[src/rtl/demux_stream_generic_if.sv]
// Stream bundle for demux_stream_generic: one input stream, CHANNELS_COUNT output streams
// and the drop statistics. The demux takes the slave side; the producer/consumers take master.
interface demux_stream_generic_if #(
  parameter int unsigned CHANNELS_COUNT   = 4,
  parameter int unsigned CHANNELS_WIDTH   = 8,
  parameter int unsigned DROP_COUNT_WIDTH = 16
);

  localparam int unsigned SelWidth = (CHANNELS_COUNT > 1) ? $clog2(CHANNELS_COUNT) : 1;

  // Input stream
  logic                                           in_valid;
  logic                                           in_ready;
  logic [SelWidth-1:0]                            in_select;
  logic [CHANNELS_WIDTH-1:0]                      in_data;

  // Output streams, bit/slot i belongs to channel i
  logic [CHANNELS_COUNT-1:0]                      out_valid;
  logic [CHANNELS_COUNT-1:0]                      out_ready;
  logic [CHANNELS_COUNT-1:0][CHANNELS_WIDTH-1:0]  out_channels;

  // Discard statistics
  logic                                           drop_pulse;
  logic [DROP_COUNT_WIDTH-1:0]                    drop_count;

  // Demux side
  modport slave (
    input  in_valid,
    input  in_select,
    input  in_data,
    input  out_ready,
    output in_ready,
    output out_valid,
    output out_channels,
    output drop_pulse,
    output drop_count
  );

  // Producer / consumer side
  modport master (
    output in_valid,
    output in_select,
    output in_data,
    output out_ready,
    input  in_ready,
    input  out_valid,
    input  out_channels,
    input  drop_pulse,
    input  drop_count
  );

endinterface

[src/rtl/demux_stream_generic.sv]
// Valid/ready stream demultiplexer. Each beat is steered to the channel named by in_select and
// held in a one-entry per-channel buffer, so a stalled channel only blocks beats addressed to it.
// Out-of-range selects are accepted, discarded, pulsed on drop_pulse and counted (saturating).
module demux_stream_generic #(
  parameter int unsigned CHANNELS_COUNT   = 4,
  parameter int unsigned CHANNELS_WIDTH   = 8,
  parameter int unsigned DROP_COUNT_WIDTH = 16
) (
  input logic                   clk,
  input logic                   rst,
  demux_stream_generic_if.slave bus_io
);

  // Elaboration-time parameter sanity
  if (CHANNELS_COUNT < 2) begin : g_bad_count
    $fatal(1, "demux_stream_generic: CHANNELS_COUNT must be >= 2");
  end
  if (CHANNELS_WIDTH < 1) begin : g_bad_width
    $fatal(1, "demux_stream_generic: CHANNELS_WIDTH must be >= 1");
  end
  if (DROP_COUNT_WIDTH < 1) begin : g_bad_drop_width
    $fatal(1, "demux_stream_generic: DROP_COUNT_WIDTH must be >= 1");
  end

  // Per-channel buffers
  logic [CHANNELS_COUNT-1:0]                     valid_q, valid_d;
  logic [CHANNELS_COUNT-1:0][CHANNELS_WIDTH-1:0] data_q, data_d;

  // Drop statistics
  logic                        drop_pulse_q, drop_pulse_d;
  logic [DROP_COUNT_WIDTH-1:0] drop_count_q, drop_count_d;

  // Select decode and handshake
  logic                      sel_in_range;
  logic [CHANNELS_COUNT-1:0] sel_onehot;
  logic                      chan_free;
  logic                      in_ready;
  logic                      accept;
  logic [CHANNELS_COUNT-1:0] load;
  logic [CHANNELS_COUNT-1:0] drain;

  // Decode in_select; the unsigned compare matters when CHANNELS_COUNT is not a power of two
  always_comb begin
    sel_in_range = 32'(bus_io.in_select) < CHANNELS_COUNT;
    sel_onehot   = '0;
    for (int unsigned i = 0; i < CHANNELS_COUNT; i++) begin
      sel_onehot[i] = (32'(bus_io.in_select) == i);
    end
  end

  // Ready looks only at the addressed channel; a discard always has room
  always_comb begin
    chan_free = |(sel_onehot & (~valid_q | bus_io.out_ready));
    in_ready  = !rst && (!sel_in_range || chan_free);
    accept    = bus_io.in_valid && in_ready;
  end

  // Buffer next state: a load wins over a drain so a channel streams one beat per cycle
  always_comb begin
    load    = '0;
    drain   = '0;
    valid_d = valid_q;
    data_d  = data_q;
    for (int unsigned i = 0; i < CHANNELS_COUNT; i++) begin
      load[i]    = accept && sel_onehot[i];
      drain[i]   = valid_q[i] && bus_io.out_ready[i];
      valid_d[i] = load[i] || (valid_q[i] && !bus_io.out_ready[i]);
      if (load[i]) begin
        data_d[i] = bus_io.in_data;
      end else if (drain[i]) begin
        // Idle channels present zero data
        data_d[i] = '0;
      end
    end
  end

  // Drop pulse and saturating counter next state
  always_comb begin
    drop_pulse_d = accept && !sel_in_range;
    drop_count_d = drop_count_q;
    if (drop_pulse_d && (drop_count_q != {DROP_COUNT_WIDTH{1'b1}})) begin
      drop_count_d = drop_count_q + 1'b1;
    end
  end

  // State registers with synchronous active-high reset
  always_ff @(posedge clk) begin
    if (rst) begin
      valid_q      <= '0;
      data_q       <= '0;
      drop_pulse_q <= 1'b0;
      drop_count_q <= '0;
    end else begin
      valid_q      <= valid_d;
      data_q       <= data_d;
      drop_pulse_q <= drop_pulse_d;
      drop_count_q <= drop_count_d;
    end
  end

  assign bus_io.in_ready     = in_ready;
  assign bus_io.out_valid    = valid_q;
  assign bus_io.out_channels = data_q;
  assign bus_io.drop_pulse   = drop_pulse_q;
  assign bus_io.drop_count   = drop_count_q;

endmodule

[src/flat_wrapper.sv]
// flat-port wrapper written by rule: the top's interface ports become plain ports
module demux_stream_generic_flat 
#(
  parameter int unsigned CHANNELS_COUNT   = 4,
  parameter int unsigned CHANNELS_WIDTH   = 8,
  parameter int unsigned DROP_COUNT_WIDTH = 16
)
  (clk, rst, bus_io_in_valid, bus_io_in_select, bus_io_in_data, bus_io_out_ready, bus_io_in_ready, bus_io_out_valid, bus_io_out_channels, bus_io_drop_pulse, bus_io_drop_count);
  demux_stream_generic_if #(.CHANNELS_COUNT(CHANNELS_COUNT), .CHANNELS_WIDTH(CHANNELS_WIDTH), .DROP_COUNT_WIDTH(DROP_COUNT_WIDTH)) bus_io_i ();
  input logic clk;
  input logic rst;
  input wire logic [$bits(bus_io_i.in_valid)-1:0] bus_io_in_valid;
  input wire logic [$bits(bus_io_i.in_select)-1:0] bus_io_in_select;
  input wire logic [$bits(bus_io_i.in_data)-1:0] bus_io_in_data;
  input wire logic [$bits(bus_io_i.out_ready)-1:0] bus_io_out_ready;
  output wire logic [$bits(bus_io_i.in_ready)-1:0] bus_io_in_ready;
  output wire logic [$bits(bus_io_i.out_valid)-1:0] bus_io_out_valid;
  output wire logic [$bits(bus_io_i.out_channels)-1:0] bus_io_out_channels;
  output wire logic [$bits(bus_io_i.drop_pulse)-1:0] bus_io_drop_pulse;
  output wire logic [$bits(bus_io_i.drop_count)-1:0] bus_io_drop_count;
  assign bus_io_i.in_valid = bus_io_in_valid;
  assign bus_io_i.in_select = bus_io_in_select;
  assign bus_io_i.in_data = bus_io_in_data;
  assign bus_io_i.out_ready = bus_io_out_ready;
  assign bus_io_in_ready = bus_io_i.in_ready;
  assign bus_io_out_valid = bus_io_i.out_valid;
  assign bus_io_out_channels = bus_io_i.out_channels;
  assign bus_io_drop_pulse = bus_io_i.drop_pulse;
  assign bus_io_drop_count = bus_io_i.drop_count;
  demux_stream_generic #(.CHANNELS_COUNT(CHANNELS_COUNT), .CHANNELS_WIDTH(CHANNELS_WIDTH), .DROP_COUNT_WIDTH(DROP_COUNT_WIDTH)) u_core (.clk(clk), .rst(rst), .bus_io(bus_io_i));
endmodule
[config.mk]
export PLATFORM = sky130hd
export DESIGN_NAME = demux_stream_generic_flat
export DESIGN_NICKNAME = d
export VERILOG_FILES = /design/src/rtl/demux_stream_generic_if.sv /design/src/rtl/demux_stream_generic.sv /design/src/flat_wrapper.sv
export SDC_FILE = /design/constraint.sdc
export NUM_CORES = 1
export LEC_CHECK = 0
export ABC_AREA = 1
export CAP_MARGIN = 5
export CORE_ASPECT_RATIO = 1.5
export CORE_UTILIZATION = 48
export CTS_CLUSTER_SIZE = 40
export DETAILED_ROUTE_END_ITERATION = 10
export DONT_BUFFER_PORTS = 1
export PLACE_DENSITY = 0.71
export SLEW_MARGIN = 20
export SYNTH_ARGS = -nofsm -noshare
export SYNTH_HDL_FRONTEND = slang
export SYNTH_SLANG_ARGS = --single-unit
[constraint.sdc]
create_clock -name clk -period 1.8 [get_ports clk]
set_input_delay 0.27 -clock clk [delete_from_list [all_inputs] [get_ports clk]]
set_output_delay 0.27 -clock clk [all_outputs]
set_load 0.01 [all_outputs]
==> results of run 1 <==
[layout by cell type, fill, tap and decap left out, drive strengths merged]
cell type  netlist  routed
a21oi           36      36
dfxtp           36      36
nand4           36      36
nand3           32      32
conb             1      17
nand2           16      16
inv              9       9
nor2             5       6
clkbuf           4       5
buf             23       4
clkinv           1       1
[cells by family after synthesis]
family	after synthesis	synth area share, %
AND/OR/NAND/NOR	89	30.8
AO/OA/AOI/OAI	36	10.6
flip-flops	36	42.5
buffers and inverters	38	15.8
other	1	0.221
[through the flow]
step	utilization, %	area [sq um]
CTS	49.5	1680
global placement	47.5	1610
finish	49.7	1680
floorplan	-	1750
global route	49.7	1680
detailed placement	47.5	1610
[routing by layer]
layer	wire length, um	part of all wire [%]
met5	0	0
met4	131	3.2
met1	1570	38
met2	1980	48
met3	450	11
[critical path: stages, from the launching register on]
cell and delay [ns]:
dfxtp_1 0.35, nand2_1 0.11, nand2_1 0.07, nand2_1 0.09
nor2_2 0.07, nor2_4 0.38
[how the worst min path moves through the flow]
stage / endpoint / slack (ns) / cells past startpoint
2_1_floorplan: u_core.bus_io.out_channels[12] / 0.44 / 2
3_3_place_gp: u_core.bus_io.out_channels[20] / 0.34 / 1
3_5_place_dp: u_core.bus_io.out_channels[20] / 0.34 / 1
4_1_cts: u_core.bus_io.out_channels[21] / 0.05 / 1
5_1_grt: u_core.bus_io.out_channels[12] / 0.04 / 1
6_report: u_core.bus_io.out_channels[18] / 0.05 / 1
[power by group through the flow]
stage	clock network (mW)	logic, mW	registers, mW
finish	0.500	0.115	0.828
global placement	0	0.108	0.845
detailed placement	0	0.109	0.846
global route	0.536	0.128	0.829
floorplan	0	0.156	0.843
CTS	0.504	0.110	0.828
[final cells by class]
cell class / instances / area (sq um) / share of cell area (%)
multi-input combinational: 143 / 772 / 45.9
timing repair buffer: 4 / 30.0 / 1.79
clock buffer: 5 / 68.8 / 4.09
tap: 42 / 52.6 / 3.13
sequential: 36 / 721 / 42.9
inverter: 10 / 37.5 / 2.23
[state kept, by name, indices dropped and copies added (netlist names)]
signal	cells
u_core.bus_io.out_channels	32
u_core.bus_io.out_valid	4
==> impl_metrics.env, run 1 <==
export IMPL_io_buffer_count=0
export IMPL_max_cap_violations=0
export IMPL_clk_pin_slew_worst_paths_ns=0.06
export IMPL_clk_latency_ns=0.28
export IMPL_cts_root_buf="clkbuf_8"
export IMPL_power_frac_comb_pct=8.0
export IMPL_hold_violations=0
export IMPL_core_area_sq_um=3380
export IMPL_synth_common_cells="a21oi_1 (36), dfxtp_1 (36), nand3_1 (32), nand4_1 (32), buf_4 (17)"
export IMPL_antennaDiodeCount=0
export IMPL_synth_cell_types=18
export IMPL_gp_congestion=0.737
export IMPL_synth_ff_type="dfxtp_1"
export IMPL_final_cells=240
export IMPL_drc_errors=0
export IMPL_met2_usage_pct=33.9
export IMPL_grt_use_met3_pct=9.29
export IMPL_die_h_um=74.8
export IMPL_crit_fanout=17
export IMPL_p_leak_nw=0.598
export IMPL_start_util_pct=50.1
export IMPL_yosysWarnings=0
export IMPL_drive_gt1_share_pct=10.6
export IMPL_cts_sinks=36
export IMPL_grt_max_degree=39
export IMPL_synthCells=200
export IMPL_cts_resized=0
export IMPL_routed_wire_length_per_instance_um=17.2
export IMPL_rsz0062_at_grt="no"
export IMPL_outcome="completed"
export IMPL_ant_nets=0
export IMPL_clockBufferDepth=2
export IMPL_syn_cell_area_sq_um=1690
export IMPL_cts_buffers=5
export IMPL_power_density_nw_per_um2=858
export IMPL_p_switching_mw=0.350
export IMPL_dp_cells=234
export IMPL_grt_pass1_wl_um=6180
export IMPL_crit_required_ns=1.53
export IMPL_yosys_area_top_type="dfxtp_1"
export IMPL_ios=71
export IMPL_r2r_cells=7
export IMPL_seq_area_frac_synth_pct=42.5
export IMPL_antenna_found_initial=0
export IMPL_slew_headroom_pct=58.6
export IMPL_grt_util_met1_pct=26.2
export IMPL_dp_final_hpwl_um=2690
export IMPL_die_area_sq_um=3780
export IMPL_die_w_um=50.5
export IMPL_cp_data_arrival_time_ns=1.36
export IMPL_nets=217
export IMPL_r2r_setup_slack_ns=0.18
export IMPL_p_seq_share_pct=57.4
export IMPL_num_rows=26
export IMPL_hold_ws_ns=0.0461
export IMPL_internal_power_mw=1.09
export IMPL_p_total_mw=1.44
export IMPL_cp_startpoint="u_core.bus_io.out_valid[2]"
export IMPL_vias=1428
export IMPL_r2r_end="u_core.bus_io.out_channels[7]"
export IMPL_min_from="rst"
export IMPL_drt_iter0_drc=62
export IMPL_fin_crit_sh_pct=90.6
export IMPL_min_path_type="in -> reg"
export IMPL_timing_rr_start="u_core.bus_io.out_valid[2]"
export IMPL_fmax_ghz=0.613
export IMPL_worstSetupPathType="reg -> out"
export IMPL_synth_edf_count=0
export IMPL_synthArstFlopShare_pct=0
export IMPL_setup_viol=0
export IMPL_maxSlewViolCount=0
export IMPL_busiest_layer="met2"
export IMPL_clkPwrFrac_pct=34.7
export IMPL_wirelength_um=4130
export IMPL_tritoncts="built"
export IMPL_netSwitchingFraction_pct=24.3
export IMPL_cp_end_kind="output pin"
export IMPL_overflow=0
export IMPL_cts_hold_buf=0
export IMPL_grt_pass1_vias=1211
export IMPL_ir_worst_vdd_v=0.000581
export IMPL_drt_pass1_iterations=4
export IMPL_synth_top_area_share_pct=42.5
export IMPL_grt_use_total_pct=22.2
export IMPL_period_needed_ns=1.63
export IMPL_h_tree_depth=2
export IMPL_tightest_slew_ns=0.620
export IMPL_fin_ws_ns=0.169
export IMPL_ys_seq_elements=36
export IMPL_postCtsSetupBuffers=0
export IMPL_syn_area_per_cell_sq_um=8.47
export IMPL_startpoint_type="flip-flop"
export IMPL_clock_skew_ns=0.00375
export IMPL_synth_area_leaders="dfxtp_1 (43%), nand4_1 (12%), a21oi_1 (11%)"
export IMPL_crit_end="bus_io_in_ready"
export IMPL_area_growth_syn_to_layout_pct=-0.739
export IMPL_setup_tns_final_ns=0
export IMPL_pre_cts_ws_ns=0.146
export IMPL_fillers=342
export IMPL_routed_via_density=5.95
Power figures use the tool's default switching activity.
==> run 2: changes to the inputs <==
--- a/config.mk
+++ b/config.mk
@@ -8,6 +8,7 @@
 export ABC_AREA = 1
 export CAP_MARGIN = 5
 export CORE_ASPECT_RATIO = 1.5
+export CORE_MARGIN = 2
 export CORE_UTILIZATION = 48
 export CTS_CLUSTER_SIZE = 40
 export DETAILED_ROUTE_END_ITERATION = 10
==> impl_metrics.env, run 2 (synthesis results as in run 1) <==
export IMPL_nets=215
export IMPL_gp_congestion=0.755
export IMPL_area_growth_syn_to_layout_pct=0.813
export IMPL_die_h_um=76.8
export IMPL_path_common_cell="nand2_1"
export IMPL_pre_cts_ws_ns=0.364
export IMPL_cpMaxStageDelayCell="dfxtp_1"
export IMPL_p_total_mw=1.56
export IMPL_power_density_nw_per_um2=912
export IMPL_cp_end_kind="output pin"
export IMPL_maxSlewViolCount=0
export IMPL_crit_buf_inv=1
export IMPL_period_needed_ns=1.57
export IMPL_grt_max_degree=39
export IMPL_grt_pass1_vias=1321
export IMPL_power_frac_comb_pct=7.3
export IMPL_p_leak_nw=0.609
export IMPL_drt_pass1_iterations=4
export IMPL_vias=1406
export IMPL_p_seq_share_pct=53.1
export IMPL_drive_gt1_share_pct=10.6
export IMPL_start_util_pct=50.1
export IMPL_fillers=340
export IMPL_cp_cell_sequence="nand2_1 > nand2_1 > nand2_1 > nor2_2 > nor2_4 > buf_12"
export IMPL_fin_ws_ns=0.228
export IMPL_cts_buffers=5
export IMPL_cts_sinks=36
export IMPL_h_tree_depth=2
export IMPL_postCtsSetupBuffers=0
export IMPL_largest_reg_flops=32
export IMPL_slowest_delay_ns=0.40
export IMPL_final_util_pct=50.5
export IMPL_fmax_ghz=0.636
export IMPL_ant_nets=0
export IMPL_drt_iter0_drc=48
export IMPL_rsz0062_at_grt="no"
export IMPL_overflow=0
export IMPL_num_rows=26
export IMPL_fin_crit_sh_pct=87.4
export IMPL_ios=71
export IMPL_cp_data_arrival_time_ns=1.30
export IMPL_setup_viol=0
export IMPL_worstSetupPathType="reg -> out"
export IMPL_max_cap_violations=0
export IMPL_crit_fanout=33
export IMPL_ir_worst_vdd_v=0.000487
export IMPL_final_cells=240
export IMPL_dp_cells=233
export IMPL_grt_pass1_wl_um=6330
export IMPL_dp_final_hpwl_um=2730
export IMPL_min_path_type="in -> reg"
export IMPL_netSwitchingFraction_pct=23.8
export IMPL_hold_violations=0
export IMPL_clk_latency_ns=0.29
export IMPL_crit_required_ns=1.53
export IMPL_setup_tns_final_ns=0
export IMPL_tritoncts="built"
export IMPL_placed_area_sq_um=1610
export IMPL_routed_wire_length_per_instance_um=16.5
export IMPL_wirelength_um=3950
export IMPL_outcome="completed"
export IMPL_grt_use_total_pct=20.8
export IMPL_clkPwrFrac_pct=39.6
export IMPL_p_switching_mw=0.371
export IMPL_cts_hold_buf=0
export IMPL_antennaDiodeCount=0
export IMPL_cts_root_buf="clkbuf_8"
export IMPL_die_area_sq_um=4030
export IMPL_clk_pin_slew_worst_paths_ns=0.07
export IMPL_routed_via_density=5.86
export IMPL_layout_common_cells="a21oi_1 (36), dfxtp_1 (36), nand3_1 (32), nand4_1 (32), conb_1 (17)"
export IMPL_startpoint_type="flip-flop"
export IMPL_hold_ws_ns=0.0435
export IMPL_antenna_found_initial=0
export IMPL_timing_critical_path_max_delay_family="simple AND/OR/NAND/NOR gates"
export IMPL_die_w_um=52.5
export IMPL_clockBufferDepth=2
export IMPL_cts_resized=0
export IMPL_clock_skew_ns=0.00224
export IMPL_internal_power_mw=1.19
export IMPL_core_area_sq_um=3380
export IMPL_stdcell_area_sq_um=1710
export IMPL_io_buffer_count=0
export IMPL_drc_errors=0
-- run 2: cell types whose count changed in the layout (fill, tap and decap cells not counted), sizes merged --
cell,before,now
buf,4,3
clkbuf,5,7
nor2,6,5
-- run 2: path summary, 6_finish.rpt --
| check | to | slack [ns] | start | cells past startpoint |
|---|---|---|---|---|
| min reg2reg | u_core.bus_io.out_channels[3] | 0.52 | u_core.bus_io.out_channels[3] | 2 |
| max reg2reg | u_core.bus_io.out_channels[12] | 0.42 | u_core.bus_io.out_valid[3] | 8 |
| max | bus_io_in_ready | 0.23 | u_core.bus_io.out_valid[3] | 6 |
| min | u_core.bus_io.out_channels[19] | 0.04 | rst | 1 |
-- run 2: final cells by class --
class                      instances  area (sq um)  share of cell area, %
multi-input combinational        142           766                   44.8
sequential                        36           721                   42.2
clock buffer                       7          96.3                   5.64
timing repair buffer               3          35.0                   2.05
inverter                          10          37.5                   2.20
tap                               42          52.6                   3.08
-- run 2: power by group through the flow --
stage	Combinational (mW)	Sequential, mW	Clock, mW
global route	0.129	0.828	0.652
finish	0.114	0.827	0.617
floorplan	0.156	0.843	0
CTS	0.114	0.828	0.620
detailed placement	0.113	0.846	0
global placement	0.112	0.845	0
-- run 2: worst reg2reg max path: stages (launching register included) --
cell and delay (ns):
dfxtp_1 0.35, nand2_1 0.13, nand2_1 0.07, nand2_1 0.09, inv_1 0.05, nand2_2 0.12
nand4_2 0.24, nand3_1 0.15, a21oi_1 0.07
-- run 2: metal layers --
layer	vias to the layer above	track usage, %	wire, um
li1	686	-	-
met1	642	24.6	1530
met5	-	0	0
met2	64	29.8	1800
met3	14	9.14	457
met4	0	13.6	156
